File: src/rtl/soc_fifo_pkg.sv
// Shared definitions for the parametrised FIFO: CSR word addresses, STATUS/EVENT bit positions
// and the status layout. Used by soc_param_fifo_ctrl (optional IRQ logic: SOC_FIFO_IRQ_EN).
package soc_fifo_pkg;

  localparam logic [2:0] CSR_LEVEL   = 3'd0;
  localparam logic [2:0] CSR_STATUS  = 3'd1;
  localparam logic [2:0] CSR_EVENT   = 3'd2;
  localparam logic [2:0] CSR_IENABLE = 3'd3;
  localparam logic [2:0] CSR_AF_THR  = 3'd4;
  localparam logic [2:0] CSR_AE_THR  = 3'd5;

  localparam int ST_FULL  = 0;
  localparam int ST_EMPTY = 1;
  localparam int ST_AF    = 2;
  localparam int ST_AE    = 3;
  localparam int ST_OF    = 4;
  localparam int ST_UF    = 5;
  localparam int ST_W     = 6;

  // Level-derived flags raise their event only on a rising edge; OF/UF raise it every cycle they are set.
  localparam logic [ST_W-1:0] EDGE_MASK =
    ST_W'((1 << ST_FULL) | (1 << ST_EMPTY) | (1 << ST_AF) | (1 << ST_AE));

  typedef struct packed {
    logic uf;
    logic of;
    logic ae;
    logic af;
    logic empty;
    logic full;
  } fifo_status_t;

endpackage

File: src/rtl/soc_fifo_ram.sv
// FIFO storage: DEPTH x DATA_W words, one synchronous write port and one asynchronous
// (show-ahead) read port so the head word is visible without a read cycle.
module soc_fifo_ram #(
  parameter int DATA_W = 32,
  parameter int DEPTH  = 16,
  parameter int AW     = $clog2(DEPTH)
) (
  input  logic              clk,
  input  logic              we,
  input  logic [AW-1:0]     waddr,
  input  logic [DATA_W-1:0] wdata,
  input  logic [AW-1:0]     raddr,
  output logic [DATA_W-1:0] rdata
);

  logic [DATA_W-1:0] mem [DEPTH];

  always_ff @(posedge clk) begin
    if (we) begin
      mem[waddr] <= wdata;
    end
  end

  assign rdata = mem[raddr];

endmodule

File: src/rtl/soc_param_fifo_ctrl.sv
// Single-clock FIFO with Avalon-MM push/pop slaves and a CSR slave (level, status, thresholds).
// Define SOC_FIFO_IRQ_EN to build the sticky EVENT/IENABLE registers and the level interrupt.
module soc_param_fifo_ctrl
  import soc_fifo_pkg::*;
#(
  parameter int DATA_W = 32,
  parameter int DEPTH  = 16,
  parameter int AF_DEF = 12,
  parameter int AE_DEF = 2
) (
  input  logic        wrclock,
  input  logic        reset_n,
  input  logic        avalonmm_write_slave_write,
  input  logic [31:0] avalonmm_write_slave_writedata,
  output logic        avalonmm_write_slave_waitrequest,
  input  logic        avalonmm_read_slave_read,
  output logic [31:0] avalonmm_read_slave_readdata,
  output logic        avalonmm_read_slave_waitrequest,
  input  logic [2:0]  wrclk_control_slave_address,
  input  logic        wrclk_control_slave_read,
  input  logic        wrclk_control_slave_write,
  input  logic [31:0] wrclk_control_slave_writedata,
  output logic [31:0] wrclk_control_slave_readdata,
  output logic        wrclk_control_slave_irq
);

  localparam int AW    = $clog2(DEPTH);
  localparam int LVL_W = AW + 1;
  localparam logic [LVL_W-1:0] LVL_FULL = LVL_W'(DEPTH);

  logic [AW-1:0]     wr_ptr_reg, rd_ptr_reg;
  logic [LVL_W-1:0]  level_reg, level_next;
  logic [LVL_W-1:0]  af_thr_reg, ae_thr_reg;
  logic [31:0]       csr_rdata_reg, csr_rdata_next;
  logic [ST_W-1:0]   status_bits;
  logic [ST_W-1:0]   event_rd, ienable_rd;
  logic [DATA_W-1:0] head_word;
  logic              full, empty, push, pop, csr_wr;
  logic              unused_bits;

  // Flow control uses only the registered level, so a same-cycle pop never frees a full FIFO.
  assign full  = (level_reg == LVL_FULL);
  assign empty = (level_reg == '0);
  assign push  = avalonmm_write_slave_write && !full;
  assign pop   = avalonmm_read_slave_read && !empty;
  assign csr_wr = wrclk_control_slave_write;

  assign avalonmm_write_slave_waitrequest = full;
  assign avalonmm_read_slave_waitrequest  = empty;
  assign wrclk_control_slave_readdata     = csr_rdata_reg;
  assign unused_bits = ^{avalonmm_write_slave_writedata, wrclk_control_slave_writedata};

  soc_fifo_ram #(
    .DATA_W (DATA_W),
    .DEPTH  (DEPTH),
    .AW     (AW)
  ) u_ram (
    .clk   (wrclock),
    .we    (push),
    .waddr (wr_ptr_reg),
    .wdata (avalonmm_write_slave_writedata[DATA_W-1:0]),
    .raddr (rd_ptr_reg),
    .rdata (head_word)
  );

  genvar gi;
  generate
    for (gi = 0; gi < 32; gi++) begin : g_rdata
      if (gi < DATA_W) begin : g_used
        assign avalonmm_read_slave_readdata[gi] = head_word[gi];
      end else begin : g_pad
        assign avalonmm_read_slave_readdata[gi] = 1'b0;
      end
    end
  endgenerate

  always_comb begin
    level_next = level_reg;
    case ({push, pop})
      2'b10:   level_next = level_reg + LVL_W'(1);
      2'b01:   level_next = level_reg - LVL_W'(1);
      default: level_next = level_reg;
    endcase
  end

  always_comb begin
    status_bits           = '0;
    status_bits[ST_FULL]  = full;
    status_bits[ST_EMPTY] = empty;
    status_bits[ST_AF]    = (level_reg >= af_thr_reg);
    status_bits[ST_AE]    = (level_reg <= ae_thr_reg);
    status_bits[ST_OF]    = avalonmm_write_slave_write && full;
    status_bits[ST_UF]    = avalonmm_read_slave_read && empty;
  end

  always_comb begin
    csr_rdata_next = '0;
    case (wrclk_control_slave_address)
      CSR_LEVEL:   csr_rdata_next = {{(32-LVL_W){1'b0}}, level_reg};
      CSR_STATUS:  csr_rdata_next = {{(32-ST_W){1'b0}}, status_bits};
      CSR_EVENT:   csr_rdata_next = {{(32-ST_W){1'b0}}, event_rd};
      CSR_IENABLE: csr_rdata_next = {{(32-ST_W){1'b0}}, ienable_rd};
      CSR_AF_THR:  csr_rdata_next = {{(32-LVL_W){1'b0}}, af_thr_reg};
      CSR_AE_THR:  csr_rdata_next = {{(32-LVL_W){1'b0}}, ae_thr_reg};
      default:     csr_rdata_next = '0;
    endcase
  end

  always_ff @(posedge wrclock) begin
    if (!reset_n) begin
      wr_ptr_reg    <= '0;
      rd_ptr_reg    <= '0;
      level_reg     <= '0;
      af_thr_reg    <= LVL_W'(AF_DEF);
      ae_thr_reg    <= LVL_W'(AE_DEF);
      csr_rdata_reg <= '0;
    end else begin
      if (push) begin
        wr_ptr_reg <= wr_ptr_reg + AW'(1);
      end
      if (pop) begin
        rd_ptr_reg <= rd_ptr_reg + AW'(1);
      end
      level_reg <= level_next;
      if (csr_wr && wrclk_control_slave_address == CSR_AF_THR) begin
        af_thr_reg <= wrclk_control_slave_writedata[LVL_W-1:0];
      end
      if (csr_wr && wrclk_control_slave_address == CSR_AE_THR) begin
        ae_thr_reg <= wrclk_control_slave_writedata[LVL_W-1:0];
      end
      if (wrclk_control_slave_read) begin
        csr_rdata_reg <= csr_rdata_next;
      end
    end
  end

`ifdef SOC_FIFO_IRQ_EN
  // Previous-status reset value matches the flags of an empty FIFO so reset itself raises no event.
  localparam logic [ST_W-1:0] STATUS_RST =
    ST_W'((1 << ST_EMPTY) | (1 << ST_AE) | ((AF_DEF == 0) ? (1 << ST_AF) : 0));

  logic [ST_W-1:0] event_reg, ienable_reg, status_prev_reg;
  logic [ST_W-1:0] event_set, event_clr;
  logic            irq_reg;

  always_comb begin
    event_set = status_bits & ~(status_prev_reg & EDGE_MASK);
    event_clr = '0;
    if (csr_wr && wrclk_control_slave_address == CSR_EVENT) begin
      event_clr = wrclk_control_slave_writedata[ST_W-1:0];
    end
  end

  always_ff @(posedge wrclock) begin
    if (!reset_n) begin
      event_reg       <= '0;
      ienable_reg     <= '0;
      status_prev_reg <= STATUS_RST;
      irq_reg         <= 1'b0;
    end else begin
      event_reg       <= (event_reg & ~event_clr) | event_set;
      status_prev_reg <= status_bits;
      irq_reg         <= |(event_reg & ienable_reg);
      if (csr_wr && wrclk_control_slave_address == CSR_IENABLE) begin
        ienable_reg <= wrclk_control_slave_writedata[ST_W-1:0];
      end
    end
  end

  assign event_rd                = event_reg;
  assign ienable_rd              = ienable_reg;
  assign wrclk_control_slave_irq = irq_reg;
`else
  assign event_rd                = '0;
  assign ienable_rd              = '0;
  assign wrclk_control_slave_irq = 1'b0;
`endif

endmodule

File: config.mk
export PLATFORM = sky130hd
export DESIGN_NAME = soc_param_fifo_ctrl
export DESIGN_NICKNAME = d
export VERILOG_FILES = /design/src/rtl/soc_fifo_pkg.sv /design/src/rtl/soc_fifo_ram.sv /design/src/rtl/soc_param_fifo_ctrl.sv
export SDC_FILE = /design/constraint.sdc
export NUM_CORES = 1
export LEC_CHECK = 0
export BUFFER_PORTS_ARGS = -buffer_cell sky130_fd_sc_hd__buf_2
export CORE_UTILIZATION = 30
export DETAILED_ROUTE_END_ITERATION = 8
export PLACE_DENSITY_LB_ADDON = 0.15
export SYNTH_ARGS = -nofsm -noshare
export SYNTH_HDL_FRONTEND = slang
export SYNTH_SLANG_ARGS = --single-unit
export TNS_END_PERCENT = 5
File: constraint.sdc
create_clock -name wrclock -period 4.5 [get_ports wrclock]
set_clock_uncertainty 0.05 [all_clocks]
set_input_delay 0.9 -clock wrclock [delete_from_list [all_inputs] [get_ports wrclock]]
set_output_delay 0.9 -clock wrclock [all_outputs]
set_load 0.1 [all_outputs]
==> impl_metrics.tcl, run 1 <==
set metrics [dict create \
    clock_path_buffers 3 \
    power.switching_mw 4.45 \
    yosysWarnings 0 \
    timing_worst_slew_pin_value_ns 0.844 \
    gp_routability_congestion 0.683 \
    die_x_um 271 \
    dp_worst_setup_slack_ns 0.899 \
    core_um2 71500 \
    hold_viol 0 \
    h-tree-depth 2 \
    multi_input_comb_area_um2 5270 \
    drcViolationCount 1 \
    grt_antenna_before_repair 2 \
    setup_crit_start_kind "register" \
    io_pins 140 \
    criticalPathCategory "reg -> out" \
    number_of_enable_flip_flop_cells_after_synthesis 512 \
    worstSetupEndpointType "output port" \
    route.antenna.remaining_nets 0 \
    final_max_slew_viol_count 0 \
    ys_seq_area_frac 0.740 \
    swShare 0.312 \
    slew_headroom 0.436 \
    layout.cells.most_common_list "sky130_fd_sc_hd__edfxtp_1, sky130_fd_sc_hd__mux4_2, sky130_fd_sc_hd__buf_2" \
    netlist_instances 971 \
    setup_viol 0 \
    track_usage 0.135 \
    failed_checks "DRC" \
    worstSkewPairLatency_ns 0.60 \
    grt_pass1_wl_um 72000 \
    fp-row-count 98 \
    comb_power_share 0.249 \
    start_util 0.303 \
    totalNegativeSetupSlack_ns 0 \
    cts_root_buffer "sky130_fd_sc_hd__clkbuf_16" \
    pin_count_of_the_biggest_net_entering_global_routing 43 \
    first_global_vias 10400 \
    cts_post_setup_buffers_inserted 0 \
    ys_ff_latch 545 \
    final_period_minus_worst_setup_slack_ns 4.15 \
    tritoncts.num_buffers 59 \
    via_count 9912 \
    reported_max_cap_violation_count 0 \
    synth.avg_cell_area_um2 22.3 \
    cts.reportedPaths.clkPinSlew_ns 0.06 \
    layout_worst_path_cycle_share 0.922 \
    p_per_area_nw_per_um2 561 \
    seq_power_share 0.416 \
    cts.sink_count 545 \
    die_h_um 271 \
    num-fill-cells 6588 \
    hold_buffers 0 \
    floorplan.die_area_um2 73300 \
    drive_gt1_frac 0.304 \
    crit_fanout 25 \
    routed_via_density 4.70 \
    clock_power_share 0.335 \
    place.detailed.hpwl_um 27200 \
    grt_overflow_total 0 \
    regArea_um2 16000 \
    ir_drop_mv 0.469 \
    ys_dominant_reg_cell "sky130_fd_sc_hd__edfxtp_1" \
    postSynth.asyncResetShare 0 \
    cts_resized 0 \
    nets 1199 \
    top_register "u_ram.mem" \
    worst-endpoint-arrival_ns 3.20 \
    antenna_cells 0 \
    timing.fmax_ghz 0.241 \
    synthDistinctLibCells 50 \
    largest_register_ff_count 512 \
    timing.final.ws_setup_ns 0.353 \
    iteration_0_drc_markers 677 \
    layout.cells.most_common "sky130_fd_sc_hd__edfxtp_1" \
    unrepaired_setup_endpoints_after_global_routing "no" \
    outcome "finished with violations" \
    drtPass1Iterations 7 \
    crit_required_ns 3.55 \
    synth.cell_area_um2 21700 \
    worstHoldPathType "reg -> reg" \
    drt-wirelength-per-cell_um 23.5 \
    synthToLayoutAreaGrowth_pct 17.1 \
    tritoncts "yes" \
    intPower_mw 9.79 \
    placement.io_buffers 85 \
    layout.core_utilization 0.355 \
    power.static_leakage_nw 8.10 \
    routed_wl_um 49500 \
]
==> area by class of cell <==
class / count / share of cell area
flip-flops and latches: 545 / 0.632
well taps: 950 / 0.0468
clock inverters: 40 / 0.0160
inverters: 14 / 0.00207
clock buffers: 69 / 0.0597
repair buffers: 126 / 0.0353
multi-input cells: 363 / 0.208
==> cells by family (layout without fill, tap and decap cells) <==
group / after synthesis / count (layout) / share of synthesized area
AOI/OAI and AO/OA: 33 / 33 / 0.0111
xor gates and xnor gates: 11 / 11 / 0.00445
adders and majority gates: 17 / 17 / 0.00982
buffers and inverters: 89 / 249 / 0.0260
DFF: 545 / 545 / 0.740
muxes: 176 / 176 / 0.183
other: 1 / 27 / 0.000173
and+or+nand+nor: 99 / 99 / 0.0251
==> per-stage QoR <==
stage / power, mW / instances / instance area (µm²) / hold slack (ns)
2_1_floorplan: 8.94 / 997 / 21800 / 0.433
3_3_place_gp: 9.65 / 1998 / 23500 / 0.410
3_5_place_dp: 9.65 / 1998 / 23500 / 0.417
4_1_cts: 14.5 / 2107 / 25400 / 0.428
5_1_grt: 14.8 / 2107 / 25400 / 0.450
6_report: 14.2 / 2107 / 25400 / 0.420
==> power groups by stage <==
| stage | Combinational [mW] | Clock, mW | Sequential, mW |
|---|---|---|---|
| floorplan | 3.03 | 0 | 5.90 |
| global placement | 3.61 | 0 | 6.04 |
| detailed placement | 3.61 | 0 | 6.04 |
| CTS | 3.62 | 4.91 | 5.93 |
| global route | 3.74 | 5.10 | 5.95 |
| finish | 3.54 | 4.77 | 5.92 |
==> cell usage after synthesis (8+ instances only) <==
master	instances	area [µm²]
sky130_fd_sc_hd__buf_4	28	210
sky130_fd_sc_hd__dfxtp_1	33	661
sky130_fd_sc_hd__nand2_1	21	78.8
sky130_fd_sc_hd__mux4_1	50	1310
sky130_fd_sc_hd__xnor2_1	8	70.1
sky130_fd_sc_hd__edfxtp_1	512	15400
sky130_fd_sc_hd__nor2_1	17	63.8
sky130_fd_sc_hd__inv_1	14	52.6
sky130_fd_sc_hd__mux2i_1	12	120
sky130_fd_sc_hd__buf_6	11	124
sky130_fd_sc_hd__and2_1	13	81.3
sky130_fd_sc_hd__mux4_2	111	2500
sky130_fd_sc_hd__nor2b_1	14	87.6
sky130_fd_sc_hd__ha_1	17	213
sky130_fd_sc_hd__clkbuf_1	25	93.8
==> metal layers <==
layer / vias to the layer above / track usage / share of wire
met1: 5328 / 0.181 / 0.45
met2: 199 / 0.228 / 0.50
met3: 63 / 0.0263 / 0.041
li1: 4318 / - / -
met5: - / 0 / 0.00055
met4: 4 / 0.0303 / 0.015
==> worst max-delay path, stage by stage, from the launching register on <==
cell and delay, ns:
sky130_fd_sc_hd__dfxtp_4 0.70, sky130_fd_sc_hd__buf_4 0.43, sky130_fd_sc_hd__mux4_1 0.62, sky130_fd_sc_hd__mux4_2 0.49
sky130_fd_sc_hd__buf_2 0.31
==> path summary, 6_finish.rpt <==
path | end | depth (start not counted) | startpoint | slack, ns
max | avalonmm_read_slave_readdata[15] | 4 | register | 0.35
min | wrclk_control_slave_readdata[5] | 2 | wrclk_control_slave_readdata[5] | 0.42
max reg2reg | level_reg[4] | 10 | level_reg[1] | 1.53
min reg2reg | wrclk_control_slave_readdata[5] | 2 | wrclk_control_slave_readdata[5] | 0.42
Note: power is estimated with default switching activity, not from simulation.
==> run 2: changes to the inputs <==
==> constraint.sdc (replaced) <==
create_clock -name wrclock -period 3.3 [get_ports wrclock]
set_clock_uncertainty 0.05 [all_clocks]
set_input_delay 0.66 -clock wrclock [delete_from_list [all_inputs] [get_ports wrclock]]
set_output_delay 0.66 -clock wrclock [all_outputs]
set_load 0.1 [all_outputs]
==> run 2 against run 1 <==
  * Power grew 41%
  * Sequential share of layout area shrank 1.4 points
  * Via count grew 0.51%
  * The run ends with setup timing left
  * Die area is the same
  * Wire length grew 3.1%
  * Critical endpoint is now avalonmm_read_slave_readdata[12]
  * Worst hold slack lost 0.17 ns
  * Combinational power grew 71%
  * Sequential power grew 33%
  * Register-to-register slack lost 0.93 ns
  * Highest routed layer unchanged
  * Final cell count grew 0.95%
  * Utilization grew 0.83 points
==> impl_metrics.tcl, run 2 (same netlist as run 1, synthesis figures left out) <==
set metrics [dict create \
    die_h_um 271 \
    delay_of_the_slowest_critical_path_stage_ns 0.54 \
    outcome "finished with violations" \
    totalNegativeSetupSlack_ns -1.37 \
    critical_path.top_delay_family "multiplexers" \
    pin_count_of_the_biggest_net_entering_global_routing 55 \
    core_um2 71500 \
    tritoncts "yes" \
    drt-wirelength-per-cell_um 24.0 \
    antenna_cells 0 \
    criticalPathCategory "reg -> out" \
    cp_cell_sequence "buf_12 -> buf_12 -> buf_12 -> mux4_2 -> mux4_2 -> buf_6" \
    timing_worst_slew_pin_value_ns 0.633 \
    floorplan.die_area_um2 73300 \
    power.switching_mw 6.27 \
    die_x_um 271 \
    nets 1222 \
    hold_viol 0 \
    routed_wl_um 51000 \
    setup_crit_start_kind "register" \
    drive_gt1_frac 0.320 \
    hold_buffers 0 \
    drcViolationCount 0 \
    gp_routability_congestion 0.707 \
    start_util 0.303 \
    placement.io_buffers 85 \
    intPower_mw 13.9 \
    first_global_vias 10800 \
    layout.cells.most_common_list "sky130_fd_sc_hd__edfxtp_1, sky130_fd_sc_hd__mux4_2, sky130_fd_sc_hd__clkbuf_16" \
    cts.reportedPaths.clkPinSlew_ns 0.06 \
    grt_overflow_total 0 \
    synthToLayoutAreaGrowth_pct 19.9 \
    routed_via_density 4.68 \
    worstSkewPairLatency_ns 0.61 \
    crit_fanout 6 \
    timing.final.ws_setup_ns -0.105 \
    reported_max_cap_violation_count 0 \
    clock_power_share 0.307 \
    track_usage 0.141 \
    final_period_minus_worst_setup_slack_ns 3.40 \
    slew_headroom 0.576 \
    via_count 9963 \
    worst-endpoint-arrival_ns 2.69 \
    largest_register_ff_count 512 \
    tritoncts.num_buffers 58 \
    power.static_leakage_nw 8.29 \
    layout_worst_path_cycle_share 1.03 \
    cts_root_buffer "sky130_fd_sc_hd__clkbuf_16" \
    grt_pass1_wl_um 74800 \
    iteration_0_drc_markers 683 \
    cp.buffers_inverters 4 \
    clock_path_buffers 3 \
    swShare 0.311 \
    worstHoldPathType "in -> reg" \
    setup_viol 29 \
    crit_top_cell "sky130_fd_sc_hd__buf_12" \
    io_pins 140 \
    worstSetupEndpointType "output port" \
    p_per_area_nw_per_um2 775 \
    unrepaired_setup_endpoints_after_global_routing "yes" \
    route.antenna.remaining_nets 0 \
    layout.core_utilization 0.363 \
    final_max_slew_viol_count 0 \
    place.detailed.hpwl_um 28100 \
    crit_required_ns 2.59 \
    fp-row-count 98 \
    ir_drop_mv 0.614 \
    seq_power_share 0.392 \
    h-tree-depth 2 \
    critical_path.slowest_cell "sky130_fd_sc_hd__mux4_2" \
    top_register "u_ram.mem" \
    comb_power_share 0.301 \
    layout.cells.most_common "sky130_fd_sc_hd__edfxtp_1" \
    failed_checks "setup timing" \
    timing.fmax_ghz 0.294 \
    grt_antenna_before_repair 3 \
    drtPass1Iterations 4 \
    cts.sink_count 545 \
]
## run 2: cell count changes in the layout (fill, tap and decap cells not counted), sizes merged
cell	delta
buf	+22
bufbuf	+1
bufinv	-4
clkbuf	+12
clkinv	-11
## run 2: worst register-to-register path, delay by kind of cell (launching register included)
family,cells,cell delay (ns)
xor gates and xnor gates,1,0.15
buffers and inverters,1,0.11
DFF,1,0.45
muxes,1,0.19
AOI/OAI and AO/OA,4,0.77
and+or+nand+nor,1,0.51
adders and majority gates,2,0.41
## run 2: repair_timing
action	in CTS	in global routing
setup endpoints to repair	32	32
gates cloned	8	1
buffers inserted	7	1
pin swaps	0	0
gates resized for setup	89	19
## run 2: layer usage
metal / up-vias / GRT usage / routed length [µm]
met5: - / 0 / 23
met4: 4 / 0.0342 / 899
met3: 68 / 0.0289 / 2670
met2: 206 / 0.238 / 25500
met1: 5331 / 0.186 / 21900
li1: 4354 / - / -
## run 2: per-stage QoR
step	setup slack [ns]	cell area, µm²	instances	total power [mW]	hold slack, ns
final	-0.105	26000	2127	20.1	0.253
after global routing	-0.176	26000	2127	21.0	0.233
after CTS	-0.196	26000	2127	20.4	0.209
after detailed placement	0.345	23600	2007	13.3	0.412
after global placement	0.358	23600	2007	13.3	0.408
after floorplan	-0.539	21800	997	12.2	0.433
## run 2: final timing paths
path                                     from                                to  slack [ns]  cells past startpoint
max                                  register  avalonmm_read_slave_readdata[12]       -0.10                      6
min          wrclk_control_slave_writedata[2]                     af_thr_reg[2]        0.25                      3
max reg2reg                      level_reg[3]                      level_reg[4]        0.60                     10
min reg2reg   wrclk_control_slave_readdata[5]   wrclk_control_slave_readdata[5]        0.42                      2
## run 2: final cells by class
type	instances	area (µm²)
clock buffer	80	1560
clock inverter	25	240
fill	6548	45500
inverter	14	52.6
multi-input combinational	363	5230
sequential	545	16000
tap	950	1190
timing repair buffer	150	1650
## run 2: power by group through the flow
stage	logic (mW)	registers, mW	clock network [mW]
6_report	6.06	7.90	6.17
5_1_grt	6.41	7.92	6.62
4_1_cts	6.15	7.90	6.38
3_5_place_dp	5.20	8.05	0
3_3_place_gp	5.22	8.04	0
2_1_floorplan	4.13	8.05	0
